<file path="src/rtl/i2s_pkg.sv">
// i2s_pkg: shared types and constants for the I2S receiver.
//   i2s_rx_state_t : receiver framing state
//   I2S_MAX_SLOT   : longest legal slot in bits
//   I2S_CNT_W      : width of the per-slot bit counter
package i2s_pkg;

    typedef enum logic [1:0] {
        SEARCH,
        RX_LEFT,
        RX_RIGHT
    } i2s_rx_state_t;

    localparam int unsigned I2S_MAX_SLOT = 32;
    localparam int unsigned I2S_CNT_W    = 6;

endpackage

</file>
<file path="src/rtl/i2s_sync.sv">
// i2s_sync: brings the asynchronous I2S pins into the system clock domain.
// Ports:
//   i_clk, i_reset          : system clock, synchronous active-high reset
//   i_sclk, i_lrclk, i_sdata: raw I2S pins
//   o_rise                  : one-cycle pulse per BCK rising edge
//   o_ws, o_d               : word select / data coherent with o_rise
module i2s_sync (
    input  logic i_clk,
    input  logic i_reset,
    input  logic i_sclk,
    input  logic i_lrclk,
    input  logic i_sdata,
    output logic o_rise,
    output logic o_ws,
    output logic o_d
);

    logic r_sclk_meta, r_sclk_sync, r_sclk_prev;
    logic r_lr_meta, r_lr_sync;
    logic r_sd_meta, r_sd_sync;
    logic r_rise, r_ws, r_d;

    always_ff @(posedge i_clk) begin
        if (i_reset) begin
            r_sclk_meta <= 1'b0;
            r_sclk_sync <= 1'b0;
            r_sclk_prev <= 1'b0;
            r_lr_meta   <= 1'b0;
            r_lr_sync   <= 1'b0;
            r_sd_meta   <= 1'b0;
            r_sd_sync   <= 1'b0;
            r_rise      <= 1'b0;
            r_ws        <= 1'b0;
            r_d         <= 1'b0;
        end else begin
            r_sclk_meta <= i_sclk;
            r_sclk_sync <= r_sclk_meta;
            r_sclk_prev <= r_sclk_sync;
            r_lr_meta   <= i_lrclk;
            r_lr_sync   <= r_lr_meta;
            r_sd_meta   <= i_sdata;
            r_sd_sync   <= r_sd_meta;
            // Edge register; ws/d take the same extra stage so they line up with it.
            r_rise      <= r_sclk_sync & ~r_sclk_prev;
            r_ws        <= r_lr_sync;
            r_d         <= r_sd_sync;
        end
    end

    assign o_rise = r_rise;
    assign o_ws   = r_ws;
    assign o_d    = r_d;

endmodule

</file>
<file path="src/rtl/i2s_rx.sv">
// i2s_rx: I2S receiver. Deserialises MSB-first left/right slots (DATA_WIDTH..32 bits)
// into DATA_WIDTH-bit samples, with lock tracking and loss-of-signal timeout.
// Ports:
//   clk_sys, reset            : system clock, synchronous active-high reset
//   sclk, lrclk, sdata        : asynchronous I2S inputs
//   left_chan, right_chan     : last published stereo pair
//   sample_valid              : one-cycle pulse when a pair is published
//   locked                    : LOCK_FRAMES consecutive good pairs seen
//   frame_err                 : one-cycle pulse on an illegal slot length
module i2s_rx
    import i2s_pkg::*;
#(
    parameter int unsigned DATA_WIDTH  = 16,
    parameter int unsigned TIMEOUT     = 4096,
    parameter int unsigned LOCK_FRAMES = 4
) (
    input  logic                  clk_sys,
    input  logic                  reset,
    input  logic                  sclk,
    input  logic                  lrclk,
    input  logic                  sdata,
    output logic [DATA_WIDTH-1:0] left_chan,
    output logic [DATA_WIDTH-1:0] right_chan,
    output logic                  sample_valid,
    output logic                  locked,
    output logic                  frame_err
);

    localparam int unsigned LEN_W  = I2S_CNT_W + 1;
    localparam int unsigned LOCK_W = $clog2(LOCK_FRAMES + 1);
    localparam int unsigned IDLE_W = $clog2(TIMEOUT + 1);

    localparam logic [I2S_CNT_W-1:0] CNT_DW    = I2S_CNT_W'(DATA_WIDTH);
    localparam logic [I2S_CNT_W-1:0] CNT_MAX   = '1;
    localparam logic [LEN_W-1:0]     LEN_MIN   = LEN_W'(DATA_WIDTH);
    localparam logic [LEN_W-1:0]     LEN_MAX   = LEN_W'(I2S_MAX_SLOT);
    localparam logic [LOCK_W-1:0]    LOCK_MAX  = LOCK_W'(LOCK_FRAMES);
    localparam logic [IDLE_W-1:0]    IDLE_LAST = IDLE_W'(TIMEOUT - 1);

    logic w_rise, w_ws, w_d;

    i2s_sync u_sync (
        .i_clk   (clk_sys),
        .i_reset (reset),
        .i_sclk  (sclk),
        .i_lrclk (lrclk),
        .i_sdata (sdata),
        .o_rise  (w_rise),
        .o_ws    (w_ws),
        .o_d     (w_d)
    );

    i2s_rx_state_t         r_state;
    logic                  r_ws_prev;
    logic [DATA_WIDTH-1:0] r_shift;
    logic [I2S_CNT_W-1:0]  r_cnt;
    logic [DATA_WIDTH-1:0] r_left_hold;
    logic                  r_left_ok;
    logic [LOCK_W-1:0]     r_lock_cnt;
    logic [IDLE_W-1:0]     r_idle_cnt;
    logic [DATA_WIDTH-1:0] r_left_chan, r_right_chan;
    logic                  r_sample_valid, r_locked, r_frame_err;

    logic                  w_change;
    logic [LEN_W-1:0]      w_len;
    logic                  w_legal;
    logic [DATA_WIDTH-1:0] w_word;
    logic                  w_timeout;
    logic [LOCK_W-1:0]     w_lock_next;

    always_comb begin
        w_change = w_rise && (w_ws != r_ws_prev);
        // The change-carrying rise holds the slot's final bit, hence count + 1.
        w_len    = {1'b0, r_cnt} + LEN_W'(1);
        w_legal  = (w_len >= LEN_MIN) && (w_len <= LEN_MAX);
        // Below DATA_WIDTH bits the final bit still belongs in the word; beyond, truncate.
        w_word   = (r_cnt < CNT_DW) ? {r_shift[DATA_WIDTH-2:0], w_d} : r_shift;
        // A rise in the same cycle beats the timeout.
        w_timeout   = !w_rise && (r_idle_cnt == IDLE_LAST);
        w_lock_next = (r_lock_cnt == LOCK_MAX) ? LOCK_MAX : r_lock_cnt + LOCK_W'(1);
    end

    always_ff @(posedge clk_sys) begin
        if (reset) begin
            r_state        <= SEARCH;
            r_ws_prev      <= 1'b0;
            r_shift        <= '0;
            r_cnt          <= '0;
            r_left_hold    <= '0;
            r_left_ok      <= 1'b0;
            r_lock_cnt     <= '0;
            r_idle_cnt     <= '0;
            r_left_chan    <= '0;
            r_right_chan   <= '0;
            r_sample_valid <= 1'b0;
            r_locked       <= 1'b0;
            r_frame_err    <= 1'b0;
        end else begin
            r_sample_valid <= 1'b0;
            r_frame_err    <= 1'b0;

            if (w_rise) begin
                r_idle_cnt <= '0;
            end else if (!w_timeout) begin
                r_idle_cnt <= r_idle_cnt + IDLE_W'(1);
            end

            if (w_timeout) begin
                r_state      <= SEARCH;
                r_left_chan  <= '0;
                r_right_chan <= '0;
                r_lock_cnt   <= '0;
                r_locked     <= 1'b0;
                r_left_ok    <= 1'b0;
                r_cnt        <= '0;
                r_shift      <= '0;
            end else if (w_rise) begin
                r_ws_prev <= w_ws;
                if (!w_change) begin
                    if (r_cnt < CNT_DW) begin
                        r_shift <= {r_shift[DATA_WIDTH-2:0], w_d};
                    end
                    if (r_cnt != CNT_MAX) begin
                        r_cnt <= r_cnt + I2S_CNT_W'(1);
                    end
                end else begin
                    r_cnt   <= '0;
                    r_shift <= '0;
                    unique case (r_state)
                        SEARCH: begin
                            // Only a right->left boundary gives a known frame start.
                            if (!w_ws) begin
                                r_state <= RX_LEFT;
                            end
                        end
                        RX_LEFT: begin
                            r_left_hold <= w_word;
                            r_left_ok   <= w_legal;
                            if (!w_legal) begin
                                r_frame_err <= 1'b1;
                                r_lock_cnt  <= '0;
                                r_locked    <= 1'b0;
                            end
                            r_state <= RX_RIGHT;
                        end
                        RX_RIGHT: begin
                            if (r_left_ok && w_legal) begin
                                r_left_chan    <= r_left_hold;
                                r_right_chan   <= w_word;
                                r_sample_valid <= 1'b1;
                                r_lock_cnt     <= w_lock_next;
                                r_locked       <= (w_lock_next == LOCK_MAX);
                            end else begin
                                // A bad left slot already flagged this pair.
                                r_frame_err <= r_left_ok;
                                r_lock_cnt  <= '0;
                                r_locked    <= 1'b0;
                            end
                            r_state <= RX_LEFT;
                        end
                        default: r_state <= SEARCH;
                    endcase
                end
            end
        end
    end

    assign left_chan    = r_left_chan;
    assign right_chan   = r_right_chan;
    assign sample_valid = r_sample_valid;
    assign locked       = r_locked;
    assign frame_err    = r_frame_err;

endmodule

</file>
<file path="config.mk">
export PLATFORM = sky130hd
export DESIGN_NAME = i2s_rx
export DESIGN_NICKNAME = d
export VERILOG_FILES = /design/src/rtl/i2s_pkg.sv /design/src/rtl/i2s_sync.sv /design/src/rtl/i2s_rx.sv
export SDC_FILE = /design/constraint.sdc
export NUM_CORES = 1
export LEC_CHECK = 0
export ABC_AREA = 1
export BUFFER_PORTS_ARGS = -buffer_cell sky130_fd_sc_hd__clkbuf_2
export CAP_MARGIN = 20
export CORE_AREA = 2 2 132 96
export DETAILED_ROUTE_END_ITERATION = 10
export DIE_AREA = 0 0 134 98
export GPL_TIMING_DRIVEN = 0
export MAX_ROUTING_LAYER = met4
export SLEW_MARGIN = 5
export SYNTH_ARGS = -nofsm -noshare
export SYNTH_HDL_FRONTEND = slang
export SYNTH_SLANG_ARGS = --single-unit
</file>
<file path="constraint.sdc">
create_clock -name clk_sys -period 2.1 [get_ports clk_sys]
set_input_delay 0.315 -clock clk_sys [delete_from_list [all_inputs] [get_ports clk_sys]]
set_output_delay 0.315 -clock clk_sys [all_outputs]
set_load 0.01 [all_outputs]
</file>
==> metrics, run 1 <==
number of cells in the design after placement=around 750; clock sink count=103; number of cells on the worst hold path=3; routed wire length per instance=between 10 and 15 um; clock skew=0.00660 ns; data arrival time at the worst-slack endpoint=2.17 ns; critical path class=reg -> reg; Worst-Skew Late Latency=0.35 ns; endpoint of the worst hold-timing path=u_sync.r_sd_meta; cell depth of the worst flop-to-flop path=9; # setup viols final=0; grt ovf=0; number of antenna-violating nets in the routed design=0; total wirelength of the detailed-routed design=about 11000 um; clock tree root buffer cell=sky130_fd_sc_hd__clkbuf_16; mean instance size in the synthesized netlist=8.50 sq um; DPL Wire Length=a little under 8000 um; Mapped Cells=approximately 550; final number of hold-violating endpoints=0; Post-synth ARST share=0; mean number of vias per cell=~5; endpoint of the lowest-slack register-to-register path=right_chan[1]; maximum number of pins on one net before global-route repair=17; outcome=finished, final reports clean; overall die area=roughly 13000 sq um; xor/xnor share of the synthesized area=0.00756; largest driver fanout on the critical path=10; top cell type's share of synthesized area=0.445; length of the first detailed-routing pass in iterations=5; count of state elements after synthesis=103; total power of the final layout=4.05 mW; TritonCTS clock tree=yes; fraction of final layout cells with drive strength greater than 1=0.265; prevailing post-synth register cell=sky130_fd_sc_hd__dfxtp_1; Vias=3725; final setup margin=~0.16 ns; worst slack, placed=about 0.029 ns; CTS HTree Levels=3; clock transition at the registers of the reported paths=around 0.07 ns; Post-synth top cells=sky130_fd_sc_hd__dfxtp_1 (103), sky130_fd_sc_hd__nand2_1 (94), sky130_fd_sc_hd__inv_1 (56), sky130_fd_sc_hd__nor2_1 (45), sky130_fd_sc_hd__a21oi_1 (34); Pwr Density=between 700 and 800 nW/um^2; relative max-transition margin=0.644; Max Cap Violations=0; die height=about 98 um; Std-Cell Rows=34; initial standard-cell utilization of the core=0.387; count of pins on the block boundary=40; initial antenna violation count=0; Pins Over Slew Limit=0; top-count cell post-synth=sky130_fd_sc_hd__dfxtp_1; Die X-Extent=between 100 and 150 um; beginning of the worst register-to-register path=r_idle_cnt[0]; summed negative setup slack over all endpoints=0 ns; Total Routing Usage GR=0.172; Final Wtd Congestion=just under 0.9; Port Buf Inserts=39; Post-Synth Simple-Gate Area=0.251; wire length of the first global-routing pass=around 17000 um; R2R Setup Slk=between 0.15 and 0.2 ns; DRC violation count after routing=0; startpoint type of the worst setup path=register; Leak=2.15 nW; Finished Layout Cells=around 760; mux contribution to synthesized area=0.0303; Clock Tree Buf Depth=2; sequential-to-total area share from yosys stat=0.445; antenna diode count=0; leading post-synthesis cells by cell area=sky130_fd_sc_hd__dfxtp_1 (45%), sky130_fd_sc_hd__nand2_1 (7.6%), sky130_fd_sc_hd__nand3_2 (6.3%); number of library cell types mapped by synthesis=37; number of enable flip-flop cells after synthesis=0; count of nets after finishing=608; area of the mapped netlist=4630 sq um; placeable core region=~12000 sq um; ratio of final minimum period to clock period=0.925; worst-margin pin slew=approximately 0.53 ns; type of element capturing the critical path=register; warning count from the yosys run=0; share of synthesized cell area in full adder, half adder and majority cells=0.0189; number of buffers created by CTS=9; compound-cell area share of the yosys netlist=0.153; peak supply drop=around 0.46 mV; Iter 0 DRT Violations=approximately 210; largest family of logic cells by synthesized area=simple AND/OR/NAND/NOR gates; post-layout minimum cycle time=roughly 1.9 ns; critical hold path startpoint=sdata; required arrival time at the worst endpoint=around 2.3 ns; Layout area overhead=16.6%; net count of the mapped netlist=roughly 560; Highest Clock Rate=~510 MHz; Final Util=0.452; number of global-route vias before repair=roughly 3500; library cell with the largest summed area after synthesis=sky130_fd_sc_hd__dfxtp_1; min-delay worst type=in -> reg
[worst max-delay path by stage]
stage | startpoint | slack [ns] | depth (start not counted) | endpoint
4_1_cts | r_idle_cnt[0] | 0.02 | 9 | r_lock_cnt[2]
3_3_place_gp | r_idle_cnt[0] | 0.04 | 9 | right_chan[1]
6_report | r_idle_cnt[0] | 0.16 | 9 | right_chan[1]
3_5_place_dp | r_idle_cnt[0] | 0.03 | 9 | r_lock_cnt[2]
5_1_grt | r_idle_cnt[0] | -0.002 | 9 | r_lock_cnt[2]
2_1_floorplan | r_idle_cnt[0] | 0.42 | 9 | left_chan[0]
[worst max-delay path: stages (launching register included)]
cell and delay, ns:
sky130_fd_sc_hd__dfxtp_2 0.39, sky130_fd_sc_hd__ha_1 0.23, sky130_fd_sc_hd__nand2_1 0.10, sky130_fd_sc_hd__inv_2 0.05, sky130_fd_sc_hd__nand2_1 0.10, sky130_fd_sc_hd__nor3_4 0.21, sky130_fd_sc_hd__nand4_1 0.21, sky130_fd_sc_hd__nand2_4 0.21
sky130_fd_sc_hd__buf_4 0.24, sky130_fd_sc_hd__a21oi_1 0.06
[per-layer routing]
metal  global-route usage  wire length (um)  vias to the layer above
met3               0.0415               483                       16
li1                     -                 -                     1906
met5                    -                 0                        -
met2                0.247              4290                       83
met4               0.0516               178                        0
met1                0.240              5700                     1720
[kinds of logic (layout without fill, tap and decap cells)]
| group | count (synthesis) | in the layout |
|---|---|---|
| xor+xnor | 4 | 4 |
| simple gates | 224 | 224 |
| fa+ha+maj | 7 | 7 |
| flops | 103 | 103 |
| compound gates | 105 | 105 |
| buf+inv | 88 | 144 |
| mux | 14 | 14 |
[final cells by class]
class / count / area, sq um
flip-flops and latches: 103 / 2060
plain buffers: 26 / 204
multi-input cells: 354 / 2140
well taps: 162 / 203
repair buffers: 40 / 203
clock inverters: 5 / 104
clock buffers: 11 / 253
inverters: 62 / 233
fillers: 1178 / 6550
[per-stage QoR]
step,hold WS [ns],instance area (sq um)
6_report,0.152,5400
2_1_floorplan,0.373,4630
3_3_place_gp,0.379,5030
4_1_cts,0.143,5390
3_5_place_dp,0.378,5030
5_1_grt,0.149,5400
[placed cells by master, fill, tap and decap left out, drive strengths merged]
cell,netlist,routed
a211oi,5,5
a21oi,64,64
a22oi,16,16
a31oi,6,6
buf,21,22
bufinv,0,3
clkbuf,5,55
clkinv,3,5
dfxtp,103,103
ha,7,7
inv,59,59
mux2i,14,14
nand2,99,99
nand3,50,50
nand4,8,8
nor2,49,49
nor3,10,10
nor4,1,1
o2111ai,1,1
o21ai,11,11
o21bai,1,1
o22ai,1,1
or2,7,7
xnor2,2,2
xor2,2,2
[power by group]
part	switching (mW)	internal, mW
registers	0.00982	1.97
clock network	0.745	1.23
logic	0.0728	0.0277
[registers in the layout, summed over array words and instances (netlist names), 2 cells and up]
signal and cells:
left_chan 16, r_idle_cnt 13, r_cnt 6, r_left_hold 16, r_lock_cnt 3, r_state 2, right_chan 16, r_shift 16
[what timing repair did]
item | 4_1_cts | 5_1_grt
resized for setup | 0 | 2
setup buffers | 0 | 1
hold buffers | 0 | 0
setup endpoints to repair | 0 | 61
Note: power is estimated with default switching activity, not from simulation.
==> inputs of run 2 (changes only) <==
ABC_AREA = not set   (was 1)
CORE_AREA = 4 4 128 94   (was 2 2 132 96)
DIE_AREA = 0 0 132 98   (was 0 0 134 98)
==> run 2 against run 1 <==
Count of clock-buffer cells in the layout is 2 lower; clock skew is 0.0022 ns higher; wire length is 14% lower; largest power group unchanged; highest routed layer unchanged.
==> metrics, run 2 <==
critical hold path startpoint=lrclk; most frequent standard cell in the layout excluding fill and tap cells=sky130_fd_sc_hd__dfxtp_1; beginning of the worst register-to-register path=r_cnt[0]; mean number of vias per cell=between 5 and 6; critical path buffer and inverter count=2; # setup viols final=0; DRC violation count after routing=0; routed wire length per instance=between 10 and 15 um; maximum single-stage delay on the critical path=around 0.41 ns; largest driver fanout on the critical path=10; Clock Tree Buf Depth=2; relative contribution of sequential cells to total power=0.509; type of element capturing the critical path=register; fraction of final layout cells with drive strength greater than 1=0.230; prevailing post-synth register cell=sky130_fd_sc_hd__dfxtp_1; library cell with the largest summed area after synthesis=sky130_fd_sc_hd__dfxtp_1; Leak=between 1.5 and 2 nW; Max Cap Violations=0; DPL Wire Length=about 6800 um; summed negative setup slack over all endpoints=0 ns; final design area excluding fillers=around 5000 sq um; Pwr Density=about 770 nW/um^2; Vias=approximately 3200; slowest CP cell=sky130_fd_sc_hd__o311ai_4; initial antenna violation count=0; count of pins on the block boundary=40; Die X-Extent=about 130 um; grt ovf=0; Iter 0 DRT Violations=roughly 190; number of hold buffers added after cts=0; worst hold slack across all endpoints=0.182 ns; length of the first detailed-routing pass in iterations=4; Mapped Cells=approximately 450; Cell Int Power=approximately 3.1 mW; cell-by-cell trace of the critical path=ha_4, nand2b_1, o311ai_4, and3_4, buf_6, buf_6, nor2_1, a211oi_2; number of library cell types mapped by synthesis=50; antenna diode count=0; Total Routing Usage GR=0.150; number of enable flip-flop cells after synthesis=0; setup repair bufs after CTS=0; number of buffers created by CTS=9; wire length of the first global-routing pass=~15000 um; count of state elements after synthesis=103; worst slack, placed=-0.0941 ns; final number of hold-violating endpoints=0; number of antenna-violating nets in the routed design=0; number of global-route vias before repair=about 3000; Worst-Skew Late Latency=around 0.34 ns; TritonCTS clock tree=yes; total wirelength of the detailed-routed design=between 9000 and 10000 um; Layout area overhead=18.6%; clock transition at the registers of the reported paths=0.07 ns; switching power of the nets=~0.82 mW; area of the mapped netlist=roughly 4200 sq um; leading post-synthesis cells by cell area=sky130_fd_sc_hd__dfxtp_1 (49%), sky130_fd_sc_hd__nor2_1 (7.5%), sky130_fd_sc_hd__mux2i_1 (5.0%); top-count cell post-synth=sky130_fd_sc_hd__dfxtp_1; placed cell area=4590 sq um; die height=between 90 and 100 um; Top Family by Delay on Critical Path=compound AO/OA/AOI/OAI gates; net count of the mapped netlist=~460; clock skew=just under 0.009 ns; maximum number of pins on one net before global-route repair=19; proportion of total power due to net switching=0.212; Port Buf Inserts=39; Post-synth top cells=sky130_fd_sc_hd__dfxtp_1 (103), sky130_fd_sc_hd__nor2_1 (84), sky130_fd_sc_hd__nand2_1 (45), sky130_fd_sc_hd__a21oi_1 (21), sky130_fd_sc_hd__mux2i_1 (21); Highest Clock Rate=just under 500 MHz; relative contribution of the clock network to total power=0.467; outcome=finished, final reports clean; Final Wtd Congestion=0.759; CTS HTree Levels=3; number of filler cells placed in the layout=1038; warning count from the yosys run=0; worst-margin pin slew=around 0.64 ns; Std-Cell Rows=32; number of cells in the design after placement=621; Pins Over Slew Limit=0; initial standard-cell utilization of the core=0.393; min-delay worst type=in -> reg; commonest cells after routing, fill and taps aside=sky130_fd_sc_hd__dfxtp_1 (98), sky130_fd_sc_hd__nor2_1 (84), sky130_fd_sc_hd__nand2_1 (44); mean instance size in the synthesized netlist=9.48 sq um; Post-synth ARST share=0; Finished Layout Cells=about 640; critical path class=reg -> reg; Comb power frac=0.024; data arrival time at the worst-slack endpoint=2.31 ns; top cell type's share of synthesized area=0.488; relative max-transition margin=0.569; overall die area=~13000 sq um; ratio of final minimum period to clock period=0.973; peak supply drop=around 0.5 mV; placeable core region=between 10000 and 15000 sq um; clock tree root buffer cell=sky130_fd_sc_hd__clkbuf_16; sequential-to-total area share from yosys stat=0.488; startpoint type of the worst setup path=register; post-layout minimum cycle time=2.04 ns; clock sink count=~100; count of nets after finishing=508; required arrival time at the worst endpoint=2.37 ns; R2R Setup Slk=between 0.05 and 0.06 ns; final setup margin=0.0567 ns; cell type with the highest occurrence count on the critical path=sky130_fd_sc_hd__buf_6; startpoint of the worst setup timing path=r_cnt[0]
## run 2: changes by cell type in the layout (fill, tap and decap cells not counted), moves of 6 or more
cell	change
sky130_fd_sc_hd__a211oi_1	+13
sky130_fd_sc_hd__a211oi_2	+14
sky130_fd_sc_hd__a21oi_1	-13
sky130_fd_sc_hd__a21oi_2	-30
sky130_fd_sc_hd__a31oi_1	-6
sky130_fd_sc_hd__inv_1	-50
sky130_fd_sc_hd__mux2i_1	+7
sky130_fd_sc_hd__nand2_1	-50
sky130_fd_sc_hd__nand3_1	-16
sky130_fd_sc_hd__nand3_2	-29
sky130_fd_sc_hd__nor2_1	+39
sky130_fd_sc_hd__nor2b_1	+11
sky130_fd_sc_hd__o21ai_0	-7
sky130_fd_sc_hd__xnor2_1	+7
## run 2: routing by layer
metal,vias to the layer above,GRT usage,wire length (um)
met1,1489,0.216,4790
met5,-,-,0
li1,1660,-,-
met3,8,0.0433,546
met2,50,0.204,3750
met4,0,0.0412,112
## run 2: path summary, 6_finish.rpt
| kind | end | cells past startpoint |
|---|---|---|
| worst max-delay path | right_chan[3] | 8 |
| worst min-delay path | u_sync.r_lr_meta | 2 |
| worst max register to register | right_chan[3] | 8 |
| worst min register to register | u_sync.o_rise | 1 |
## run 2: layout make-up
class                   count  area [sq um]  area share
flip-flops and latches    103          2070       0.414
multi-input cells         310          2030       0.404
clock buffers               9           225      0.0449
plain buffers              27           196      0.0392
repair buffers             39           195      0.0389
well taps                 136           170      0.0339
clock inverters             7           104      0.0207
inverters                   6          22.5     0.00449
## run 2: repair_timing
action / 4_1_cts / 5_1_grt
resized for setup: 6 / 18
pin swaps: 1 / 3
setup endpoints to repair: 25 / 68
## run 2: cell families after synthesis
| kind of cell | count (synthesis) | share of synthesized area |
|---|---|---|
| flops | 103 | 0.488 |
| xor+xnor | 13 | 0.0269 |
| compound gates | 90 | 0.175 |
| fa+ha+maj | 7 | 0.0207 |
| simple gates | 178 | 0.190 |
| buf+inv | 33 | 0.0474 |
| mux | 22 | 0.0524 |
## run 2: per-stage QoR
step / utilization / power [mW]
6_report: 0.465 / 3.88
5_1_grt: 0.465 / 4.03
4_1_cts: 0.460 / 3.93
3_5_place_dp: 0.426 / 2.11
3_3_place_gp: 0.426 / 2.11
2_1_floorplan: - / 2.08
## run 2: power by group through the flow
stage               sequential, mW  clock, mW  combinational, mW
floorplan                     2.02          0             0.0652
CTS                           1.97       1.86             0.0919
global placement              2.02          0             0.0908
finish                        1.97       1.81             0.0949
global route                  1.97       1.95              0.106
detailed placement            2.02          0             0.0913
